$ cat config.mk
export PLATFORM = sky130hd
export DESIGN_NAME = flipper_hit_detector_flat
export DESIGN_NICKNAME = d
export VERILOG_FILES = /design/src/rtl/flipper_hit_detector_if.sv /design/src/rtl/flipper_hit_detector.sv /design/src/flat_wrapper.sv
export SDC_FILE = /design/constraint.sdc
export NUM_CORES = 1
export LEC_CHECK = 0
export ABC_CLOCK_PERIOD_IN_PS = 2300
export BUFFER_PORTS_ARGS = -buffer_cell sky130_fd_sc_hd__buf_4
export CAP_MARGIN = 20
export CELL_PAD_IN_SITES_DETAIL_PLACEMENT = 2
export CELL_PAD_IN_SITES_GLOBAL_PLACEMENT = 2
export CORE_UTILIZATION = 35
export DETAILED_ROUTE_END_ITERATION = 12
export PLACE_DENSITY_LB_ADDON = 0.12
export SYNTH_ARGS = -nofsm -noshare
export SYNTH_HDL_FRONTEND = slang
export SYNTH_SLANG_ARGS = --single-unit
export TNS_END_PERCENT = 30
$ cat constraint.sdc
create_clock -name clk -period 2.3 [get_ports clk]
set_clock_uncertainty 0.2 [all_clocks]
set_input_delay 0.115 -clock clk [delete_from_list [all_inputs] [get_ports clk]]
set_output_delay 0.115 -clock clk [all_outputs]
set_load 0.03 [all_outputs]
$ cat src/rtl/flipper_hit_detector_if.sv
// Purpose: bundles the per-pixel draw requests into the hit detector and
//          its hit reports out to the trajectory and score logic.
// Ports:   master = pixel/draw source side, slave = hit detector side.
interface flipper_hit_detector_if #(
  parameter int HIT_CNT_W = 8
);
  logic [10:0]          pixelX;
  logic [10:0]          pixelY;
  logic                 startOfFrame;
  logic                 ballDrawReq;
  logic                 flipperDrawReq;
  logic                 diagonalFlipperDrawReq;
  logic                 flatHit;
  logic                 diagHit;
  logic [10:0]          hitX;
  logic [10:0]          hitY;
  logic [HIT_CNT_W-1:0] hitCount;
  logic                 armed;

  modport master (
    output pixelX, pixelY, startOfFrame,
    output ballDrawReq, flipperDrawReq, diagonalFlipperDrawReq,
    input  flatHit, diagHit, hitX, hitY, hitCount, armed
  );

  modport slave (
    input  pixelX, pixelY, startOfFrame,
    input  ballDrawReq, flipperDrawReq, diagonalFlipperDrawReq,
    output flatHit, diagHit, hitX, hitY, hitCount, armed
  );
endinterface

$ cat src/rtl/flipper_hit_detector.sv
// Purpose: per-frame ball/flipper overlap detector with first-contact
//          coordinates, saturating hit counter and frame-based cooldown.
// Latency: hit pulse 1 clk after the startOfFrame that closes the frame;
//          no backpressure, the pixel stream is consumed every cycle.
// Ports:   clk, reset (async, active-high), bus (slave modport): pixel
//          scan position, frame pulse and draw requests in; flatHit/diagHit
//          pulses, hitX/hitY, hitCount and armed out.
module flipper_hit_detector #(
  parameter int COOLDOWN_FRAMES = 3,
  parameter int HIT_CNT_W       = 8
) (
  input logic                    clk,
  input logic                    reset,
  flipper_hit_detector_if.slave  bus
);

  localparam int CNT_W = (COOLDOWN_FRAMES < 2) ? 1 : $clog2(COOLDOWN_FRAMES + 1);

  typedef enum logic {
    ARMED    = 1'b0,
    COOLDOWN = 1'b1
  } state_t;

  state_t               state;
  logic [CNT_W-1:0]     cool_cnt;

  // Frame accumulators
  logic                 seen_f;
  logic                 seen_d;
  logic                 first_valid;
  logic [10:0]          first_x;
  logic [10:0]          first_y;

  // Registered outputs
  logic                 flat_hit;
  logic                 diag_hit;
  logic [10:0]          hit_x;
  logic [10:0]          hit_y;
  logic [HIT_CNT_W-1:0] hit_count;

  logic                 ov_f;
  logic                 ov_d;

  assign ov_f = bus.ballDrawReq & bus.flipperDrawReq;
  assign ov_d = bus.ballDrawReq & bus.diagonalFlipperDrawReq;

  always_ff @(posedge clk or posedge reset) begin
    if (reset) begin
      state       <= ARMED;
      cool_cnt    <= '0;
      seen_f      <= 1'b0;
      seen_d      <= 1'b0;
      first_valid <= 1'b0;
      first_x     <= '0;
      first_y     <= '0;
      flat_hit    <= 1'b0;
      diag_hit    <= 1'b0;
      hit_x       <= '0;
      hit_y       <= '0;
      hit_count   <= '0;
    end else begin
      flat_hit <= 1'b0;
      diag_hit <= 1'b0;

      if (bus.startOfFrame) begin
        // Judge the frame that just closed using the old accumulators.
        case (state)
          ARMED: begin
            if (seen_f | seen_d) begin
              // Diagonal wins when both segments were touched.
              diag_hit <= seen_d;
              flat_hit <= ~seen_d;
              hit_x    <= first_x;
              hit_y    <= first_y;
              if (hit_count != {HIT_CNT_W{1'b1}}) begin
                hit_count <= hit_count + HIT_CNT_W'(1);
              end
              if (COOLDOWN_FRAMES > 0) begin
                state    <= COOLDOWN;
                cool_cnt <= CNT_W'(COOLDOWN_FRAMES);
              end
            end
          end
          COOLDOWN: begin
            cool_cnt <= cool_cnt - CNT_W'(1);
            if (cool_cnt == CNT_W'(1)) begin
              state <= ARMED;
            end
          end
          default: state <= ARMED;
        endcase

        // The startOfFrame cycle itself is the first pixel of the new frame.
        seen_f      <= ov_f;
        seen_d      <= ov_d;
        first_valid <= ov_f | ov_d;
        if (ov_f | ov_d) begin
          first_x <= bus.pixelX;
          first_y <= bus.pixelY;
        end
      end else begin
        seen_f <= seen_f | ov_f;
        seen_d <= seen_d | ov_d;
        if (!first_valid && (ov_f | ov_d)) begin
          first_valid <= 1'b1;
          first_x     <= bus.pixelX;
          first_y     <= bus.pixelY;
        end
      end
    end
  end

  assign bus.flatHit  = flat_hit;
  assign bus.diagHit  = diag_hit;
  assign bus.hitX     = hit_x;
  assign bus.hitY     = hit_y;
  assign bus.hitCount = hit_count;
  assign bus.armed    = (state == ARMED);

endmodule

$ cat src/flat_wrapper.sv
// flat-port wrapper written by rule: the top's interface ports become plain ports
module flipper_hit_detector_flat 
#(
  parameter int COOLDOWN_FRAMES = 3,
  parameter int HIT_CNT_W       = 8
)
  (clk, reset, bus_pixelX, bus_pixelY, bus_startOfFrame, bus_ballDrawReq, bus_flipperDrawReq, bus_diagonalFlipperDrawReq, bus_flatHit, bus_diagHit, bus_hitX, bus_hitY, bus_hitCount, bus_armed);
  flipper_hit_detector_if #(.HIT_CNT_W(HIT_CNT_W)) bus_i ();
  input logic clk;
  input logic reset;
  input wire logic [$bits(bus_i.pixelX)-1:0] bus_pixelX;
  input wire logic [$bits(bus_i.pixelY)-1:0] bus_pixelY;
  input wire logic [$bits(bus_i.startOfFrame)-1:0] bus_startOfFrame;
  input wire logic [$bits(bus_i.ballDrawReq)-1:0] bus_ballDrawReq;
  input wire logic [$bits(bus_i.flipperDrawReq)-1:0] bus_flipperDrawReq;
  input wire logic [$bits(bus_i.diagonalFlipperDrawReq)-1:0] bus_diagonalFlipperDrawReq;
  output wire logic [$bits(bus_i.flatHit)-1:0] bus_flatHit;
  output wire logic [$bits(bus_i.diagHit)-1:0] bus_diagHit;
  output wire logic [$bits(bus_i.hitX)-1:0] bus_hitX;
  output wire logic [$bits(bus_i.hitY)-1:0] bus_hitY;
  output wire logic [$bits(bus_i.hitCount)-1:0] bus_hitCount;
  output wire logic [$bits(bus_i.armed)-1:0] bus_armed;
  assign bus_i.pixelX = bus_pixelX;
  assign bus_i.pixelY = bus_pixelY;
  assign bus_i.startOfFrame = bus_startOfFrame;
  assign bus_i.ballDrawReq = bus_ballDrawReq;
  assign bus_i.flipperDrawReq = bus_flipperDrawReq;
  assign bus_i.diagonalFlipperDrawReq = bus_diagonalFlipperDrawReq;
  assign bus_flatHit = bus_i.flatHit;
  assign bus_diagHit = bus_i.diagHit;
  assign bus_hitX = bus_i.hitX;
  assign bus_hitY = bus_i.hitY;
  assign bus_hitCount = bus_i.hitCount;
  assign bus_armed = bus_i.armed;
  flipper_hit_detector #(.COOLDOWN_FRAMES(COOLDOWN_FRAMES), .HIT_CNT_W(HIT_CNT_W)) u_core (.clk(clk), .reset(reset), .bus(bus_i));
endmodule
Word-level counts from Yosys, hierarchy flattened
Index checks and enable logic that the tools add are counted.

Add/subtract/negate cells: 2. Equality and inequality tests: 4. Multiplexer cells: 21. Bitwise logic cells: 8. Reduce and logical (&&, ||, !) cells: 7.

Operators by type and width (count): 11-bit 2-to-1 mux (6); 1-bit 2-to-1 mux (12); 8-bit by 1-bit adder with 8-bit output, second input constant (1); 8-bit inequality test, second input constant (1); 2-bit by 1-bit inequality test with 1-bit output, second input constant (2); 1-bit bitwise OR (4); 2-bit one-hot mux with 2 select lines (1); 2-bit AND reduction (2); 4-bit AND reduction (1); 3-bit AND reduction (1); 1-bit AND (2); 2-bit by 1-bit equality test with 1-bit output, second input constant (1); 2-bit 2-to-1 mux (1); 1-bit NOT (2); 1-bit one-hot mux with 2 select lines (1); 2-bit nonzero test (1); 2-bit by 1-bit subtractor with 2-bit output, second input constant (1); 1-bit logical AND (1); 1-bit logical NOT (1).

Flip-flop bits (word level): 60. Input port bits: 28. Output and inout port bits: 33. Logic and storage cells: 54.

Logic depth before layout (Yosys ltp)
Gate-level depths: netlist of the first run.

Depth in word-level cells: 5. Gate-level depth with buffers: 6.

Least setup slack after synthesis of the first run
No wires, ideal clock.

Path type: register to register. From: register u_core.hit_count[0] (netlist: u_core.bus.hitCount[0]). To: register u_core.hit_count[1] (netlist: u_core.bus.hitCount[1]). Arrival time: 1.489 ns. Data required time: 1.972 ns. Slack: 0.484 ns. Cell stages (with the launch flop): 5. Cell sequence: dfrtp_1 -> ha_1 -> and3_1 -> nor2b_1 -> mux2_1.

Word-level cells in the longest chain between the ends: 2.

RTL lines: start, declared (RTL line flipper_hit_detector.sv:39) `logic [HIT_CNT_W-1:0] hit_count;`; start signal, assigned (RTL line flipper_hit_detector.sv:76) `hit_count <= hit_count + HIT_CNT_W'(1);`; parallel branches: the longest is 2 deep, another holds 8-bit by 1-bit adder with 8-bit output.

Parallel ways; which one is timed is not known. A chain may end at the register's enable or synchronous reset.

Worst setup path after layout of the first run
From: input bus_flipperDrawReq. To: register u_core.seen_f.

Word-level cells in the longest chain between the ends: 3.

RTL lines: start, declared (RTL line flat_wrapper.sv:15) `input wire logic [$bits(bus_i.flipperDrawReq)-1:0] bus_flipperDrawReq;`; 1-bit AND * (RTL line flipper_hit_detector.sv:44) `assign ov_f = bus.ballDrawReq & bus.flipperDrawReq;`; 1-bit bitwise OR (RTL line flipper_hit_detector.sv:102) `seen_f <= seen_f | ov_f;`; 1-bit 2-to-1 mux * (RTL line flipper_hit_detector.sv:65) `if (bus.startOfFrame) begin`; end signal, assigned (RTL line flipper_hit_detector.sv:94) `seen_f <= ov_f;`; end signal, assigned (RTL line flipper_hit_detector.sv:102); end, declared (RTL line flipper_hit_detector.sv:28) `logic seen_f;`.

Every way passes the cells marked *; elsewhere a longest branch is shown, timed or not.

==> flow_metrics.py, run 1 <==
metrics = {
    "pwr": {
        "peakVddDrop_v": 0.0005420,
        "power_leakage_nw": 1.586,
        "powerDensity_nw_per_um2": 1249,
    },
    "sta": {
        "worstMarginPinSlew_ns": 0.3742,
        "finalHoldViolCount": 0,
        "layout_setup_ws_ns": 0.2401,
        "rsz0062_at_grt": "no",
        "relSlewSlack": 0.7479,
        "max_freq_ghz": 0.4855,
        "setup_viol": 0,
        "fin_crit_ns": 2.060,
        "finalCritPeriodShare": 0.8956,
        "setup_tns_ns": 0,
        "maxSlewViolCount": 0,
    },
    "cells_and_area": {
        "diodes": 0,
        "fin_nets": 289,
        "areaGrowthSynthToFinish_pct": 44.01,
        "nFillCells": 616,
        "drive_gt1_frac": 0.4848,
    },
    "clock_tree": {
        "cts_resized": 0,
        "tritoncts": "done",
        "cts_root_buf": "clkbuf_8",
        "hold_buffers": 30,
        "cts_buffers": 9,
        "ctsLongestPathBuffers": 2,
        "cts_sinks": 60,
        "clk_latency_ns": 0.33,
        "cts_max_level": 3,
        "clk_pin_slew_ns": 0.08,
        "post-cts-setup-buffers": 0,
    },
    "yosys": {
        "yosysMostFrequentCell": "dfrtp_1",
        "postSynthCellCount": 160,
        "yosysTopAreaCell": "dfrtp_1",
        "netlist_area_um2": 2380,
        "ys_ff_latch": 60,
        "synthDistinctLibCells": 29,
        "yosys_warnings": 0,
        "synthTopCellsByArea": "dfrtp_1 (63%), mux2_2 (21%), inv_1 (1.1%)",
        "synth.avg_cell_area_um2": 14.87,
        "synth_top_flop_cell": "dfrtp_1",
        "seq_area_frac_synth": 0.6309,
        "ys_top_cells_by_count": "dfrtp_1 (60), mux2_2 (45), inv_1 (7), o21ai_0 (5)",
        "synth_edf_count": 0,
        "synth_top_cell_area_share": 0.6309,
        "synthArstFlopShare": 1.000,
        "syn_nets": 190,
    },
    "setup_path": {
        "arrival_ns": 2.07,
        "worst_r2r_path_depth": 3,
        "cp_max_fo": 2,
        "end_kind": "flop",
        "cp_num_cells": 6,
        "cp-endpoint": "u_core.seen_f",
        "cp_common_cell": "dlygate4sd3_1",
        "r2r_slack_ns": 0.40,
        "worstSetupPathType": "input port to flop",
        "cp.required_ns": 2.31,
        "reg2reg_from": "u_core.state",
        "reg2reg_to": "u_core.bus.hitX[7]",
        "cp-start-kind": "input port",
        "crit_start": "bus_flipperDrawReq",
        "critPathBufInv": 4,
        "cpMaxStageDelayCell": "dlygate4sd3_1",
        "cp_cell_sequence": "dlygate4sd3_1, buf_4, nand2_1, dlygate4sd3_1, o21ai_0, dlygate4sd3_1",
        "cp_top_family": "buffers and inverters",
        "max_stage_delay_ns": 0.56,
    },
    "placement": {
        "routabilityCongestion": 0.8215,
        "pre_cts_slack_ns": 0.4051,
        "numPortBuffers": 60,
        "dp_hpwl_um": 3787,
    },
    "grt": {
        "track_usage": 0.1821,
        "grt_pass1_vias": 1930,
        "grt_max_degree": 61,
        "antenna_found_initial": 0,
        "grt_overflow": 0,
        "grt_pass1_wl_um": 9811,
    },
    "route": {
        "num_vias": 1651,
        "routedWlPerCell_um": 17.29,
        "drt-total-wl_um": 5897,
        "drcViolationCount": 10,
        "drtIter0Drc": 71,
        "via_per_inst": 4.842,
        "firstDrtPassIters": 8,
        "ant_nets": 0,
    },
    "floorplanning": {
        "dieWidth_um": 84.46,
        "io_pins": 61,
        "dieArea_um2": 7133,
        "die_y_um": 84.46,
        "rows": 29,
        "initial_core_util": 0.3685,
        "core-area_um2": 6459,
    },
    "status": {
        "violations": "DRC",
        "status": "finished with violations",
    },
    "worst_hold_path": {
        "hp-class": "input port to asynchronous set/reset pin",
    },
    "run": {
        "cap_violations": 0,
    },
}
how the worst min path moves through the flow:
| stage | from | end | slack [ns] | depth (start not counted) |
|---|---|---|---|---|
| final | reset | u_core.bus.hitY[3] | 0.22 | 4 |
| after global routing | reset | u_core.bus.hitY[3] | 0.25 | 4 |
| after CTS | reset | u_core.bus.hitY[3] | 0.23 | 4 |
| after detailed placement | reset | u_core.bus.hitY[3] | 0.02 | 3 |
| after global placement | reset | u_core.bus.hitY[3] | -0.002 | 3 |
| after floorplan | bus_startOfFrame | u_core.cool_cnt[0] | 0.02 | 1 |
cells in the final DEF, fill, tap and decap left out, types with 2 or more instances in the layout:
cell | Yosys | layout
clkbuf_8 | 0 | 11
o21ai_0 | 5 | 5
clkinv_2 | 0 | 2
nand4_1 | 4 | 4
inv_1 | 7 | 6
inv_2 | 1 | 2
nand2_1 | 4 | 4
a21oi_1 | 2 | 2
mux2_2 | 45 | 45
and3_1 | 3 | 3
and4_1 | 2 | 2
nor2_1 | 2 | 2
buf_4 | 0 | 62
dfrtp_1 | 60 | 60
ha_1 | 2 | 2
xor2_1 | 3 | 3
dlygate4sd3_1 | 0 | 30
xnor2_1 | 2 | 2
power breakdown:
group / internal (mW) / leakage (nW) / total [mW] / switching [mW]
registers: 1.41 / 0.713 / 1.68 / 0.264
logic: 0.729 / 0.770 / 1.65 / 0.924
clock network: 0.556 / 0.102 / 0.953 / 0.397
registers in the layout (all words and copies together), names as in the netlist, 2 cells and up:
register	count
u_core.bus.hitY	11
u_core.bus.hitCount	8
u_core.bus.hitX	11
u_core.first_x	11
u_core.cool_cnt	2
u_core.first_y	11
layout make-up:
| class | count | area (um2) | area share |
|---|---|---|---|
| inverter | 8 | 30.03 | 0.008762 |
| tap | 77 | 96.34 | 0.02811 |
| timing repair buffer | 93 | 785.8 | 0.2293 |
| multi-input combinational | 87 | 810.8 | 0.2366 |
| sequential | 60 | 1501 | 0.4381 |
| clock inverter | 4 | 47.55 | 0.01387 |
| clock buffer | 12 | 155.1 | 0.04527 |
cell families after synthesis:
logic type               count (synthesis)  synth area share
flip-flops                              60            0.6309
buffers and inverters                   13           0.02839
adder cells (fa/ha/maj)                  2           0.01051
XOR/XNOR                                 5           0.01841
AO/OA/AOI/OAI                           11           0.02839
AND/OR/NAND/NOR                         22           0.06152
multiplexers                            47            0.2219
worst min-delay path, cell delays in order:
cell           delay [ns]
dlygate4sd3_1        0.54
buf_4                0.14
inv_2                0.06
buf_12               0.29
through the flow:
stage	power (mW)	utilization	area [um2]	instances	hold WS, ns
global route	4.513	0.5306	3427	341	0.2536
global placement	3.209	0.4527	2924	295	-0.001656
detailed placement	3.307	0.4527	2924	295	0.02021
floorplan	2.651	-	2380	160	0.01810
CTS	4.333	0.5306	3427	341	0.2256
finish	4.282	0.5306	3427	341	0.2196
routing by layer:
| layer | wire length, um | vias to the layer above | global-route usage |
|---|---|---|---|
| met1 | 2364 | 848 | 0.2026 |
| met4 | 52 | 0 | 0.06471 |
| met2 | 3209 | 42 | 0.3405 |
| li1 | - | 756 | - |
| met3 | 270 | 5 | 0.04228 |
| met5 | 0 | - | 0 |
No activity file was read; power rests on OpenSTA's default activity.
==> run 2: changes to the inputs <==
- GPL_ROUTABILITY_DRIVEN: unset -> 0
- PLACE_DENSITY_LB_ADDON: 0.12 -> 0.15
==> run 2 against run 1 <==
The flow still finishes with violations (DRC). Critical path depth unchanged. Count of clock-buffer cells in the layout down 2. Total power up 5.7%. Largest cell class unchanged.
==> flow_metrics.py, run 2 (synthesized netlist as in run 1, its figures left out) <==
metrics = {
    "status": {
        "status": "finished with violations",
        "violations": "DRC",
    },
    "pwr": {
        "power_leakage_nw": 1.616,
        "switching_power_mw": 1.638,
        "swShare": 0.3619,
        "total_power_mw": 4.525,
        "p_comb_frac": 0.371,
        "internal_power_mw": 2.888,
        "powerDensity_nw_per_um2": 1301,
        "power_frac_clock": 0.255,
        "seqPwrFrac": 0.374,
        "peakVddDrop_v": 0.0005626,
    },
    "floorplanning": {
        "rows": 29,
        "die_y_um": 84.46,
        "dieArea_um2": 7133,
        "core-area_um2": 6459,
        "io_pins": 61,
        "dieWidth_um": 84.46,
        "initial_core_util": 0.3685,
    },
    "route": {
        "drtIter0Drc": 41,
        "drcViolationCount": 4,
        "firstDrtPassIters": 8,
        "routedWlPerCell_um": 19.51,
        "ant_nets": 0,
        "drt-total-wl_um": 6713,
        "num_vias": 1707,
        "via_per_inst": 4.962,
    },
    "clock_tree": {
        "ctsLongestPathBuffers": 2,
        "cts_resized": 0,
        "post-cts-setup-buffers": 0,
        "cts_root_buf": "clkbuf_8",
        "cts_max_level": 3,
        "cts_sinks": 60,
        "clk_latency_ns": 0.34,
        "cts_buffers": 9,
        "tritoncts": "done",
        "clk_pin_slew_ns": 0.07,
    },
    "setup_path": {
        "r2r_slack_ns": 0.29,
        "reg2reg_from": "u_core.state",
        "cp-start-kind": "input port",
        "worst_r2r_path_depth": 3,
        "cp.required_ns": 2.32,
        "worstSetupPathType": "input port to flop",
        "end_kind": "flop",
        "arrival_ns": 2.10,
        "reg2reg_to": "u_core.bus.hitY[0]",
        "cp_max_fo": 2,
    },
    "sta": {
        "finalHoldViolCount": 0,
        "rsz0062_at_grt": "no",
        "setup_tns_ns": 0,
        "setup_viol": 0,
        "finalCritPeriodShare": 0.9049,
        "max_freq_ghz": 0.4805,
        "fin_crit_ns": 2.081,
        "relSlewSlack": 0.4970,
        "timing.hold.ws_ns": 0.3035,
        "worstMarginPinSlew_ns": 0.7545,
        "maxSlewViolCount": 0,
    },
    "grt": {
        "met2_usage": 0.3778,
        "track_usage": 0.2103,
        "grt_pass1_vias": 2043,
        "antenna_found_initial": 1,
        "grtUsageMet3": 0.06293,
        "gr-usage-met1": 0.2248,
        "grt_pass1_wl_um": 10870,
        "grt_max_degree": 61,
        "grt_overflow": 0,
        "busiest_layer": "met2",
    },
    "placement": {
        "dp_hpwl_um": 4018,
        "numPortBuffers": 60,
    },
    "worst_hold_path": {
        "hold_path_depth": 1,
        "hold_end": "u_core.bus.hitY[8]",
        "min_from": "u_core.first_y[8]",
        "hp-class": "flop to flop",
    },
    "run": {
        "cap_violations": 0,
    },
    "cells_and_area": {
        "nFillCells": 612,
        "fin_nets": 292,
        "drive_gt1_frac": 0.4887,
        "areaGrowthSynthToFinish_pct": 46.11,
        "layout_common_cells": "buf_4 (65), dfrtp_1 (60), mux2_2 (45)",
        "final_common_cell": "buf_4",
        "fin_util": 0.5384,
    },
}
-- run 2: cell types whose count changed in the layout (fill, tap and decap cells not counted), sizes merged --
cell         change
clkinvlp         -1
buf              +2
dlygate4sd3      +1
diode            +1
bufinv           +2
clkbuf           -2
-- run 2: power groups by stage --
stage	sequential, mW	combinational [mW]	clock [mW]
2_1_floorplan	2.13	0.516	0
3_3_place_gp	1.66	1.56	0
3_5_place_dp	1.70	1.64	0
4_1_cts	1.69	1.69	1.16
5_1_grt	1.75	1.78	1.21
6_report	1.69	1.68	1.15
-- run 2: through the flow --
step                      setup slack [ns]  std cells  cell area, um2
after floorplan                     0.4836        160            2380
after CTS                           0.2812        343            3475
after detailed placement            0.2988        297            2927
final                               0.2187        344            3477
after global routing                0.1434        344            3477
after global placement              0.4470        297            2927
-- run 2: layout make-up --
cell class,instances,area [um2],share of cell area
diodes,1,2.502,0.0007197
clock buffers,10,137.6,0.03958
clock inverters,5,100.1,0.02879
inverters,8,30.03,0.008636
multi-input cells,87,810.8,0.2332
flip-flops and latches,60,1501,0.4318
well taps,77,96.34,0.02771
repair buffers,96,798.3,0.2296
-- run 2: per-layer routing --
metal  vias up  routed length, um
li1        771                  -
met1       878               2573
met2        45               3679
met3        13                293
met4         0                166
met5         -                  0
-- run 2: timing repair --
action	in CTS	in global routing
hold endpoints to repair	87	0
setup endpoints to repair	0	0
hold buffers	31	0
-- run 2: worst max-delay path by stage --
stage	from	end
floorplan	u_core.bus.hitCount[0]	u_core.bus.hitCount[1]
global placement	u_core.state	u_core.bus.hitX[10]
detailed placement	u_core.state	u_core.bus.hitY[0]
CTS	bus_startOfFrame	u_core.bus.hitY[0]
global route	bus_flipperDrawReq	u_core.seen_f
finish	bus_flipperDrawReq	u_core.seen_f
-- run 2: critical path: stages --
cell and delay, ns:
dlygate4sd3_1 0.54, buf_4 0.14, nand2_1 0.07, dlygate4sd3_1 0.56, o21ai_0 0.09, dlygate4sd3_1 0.57
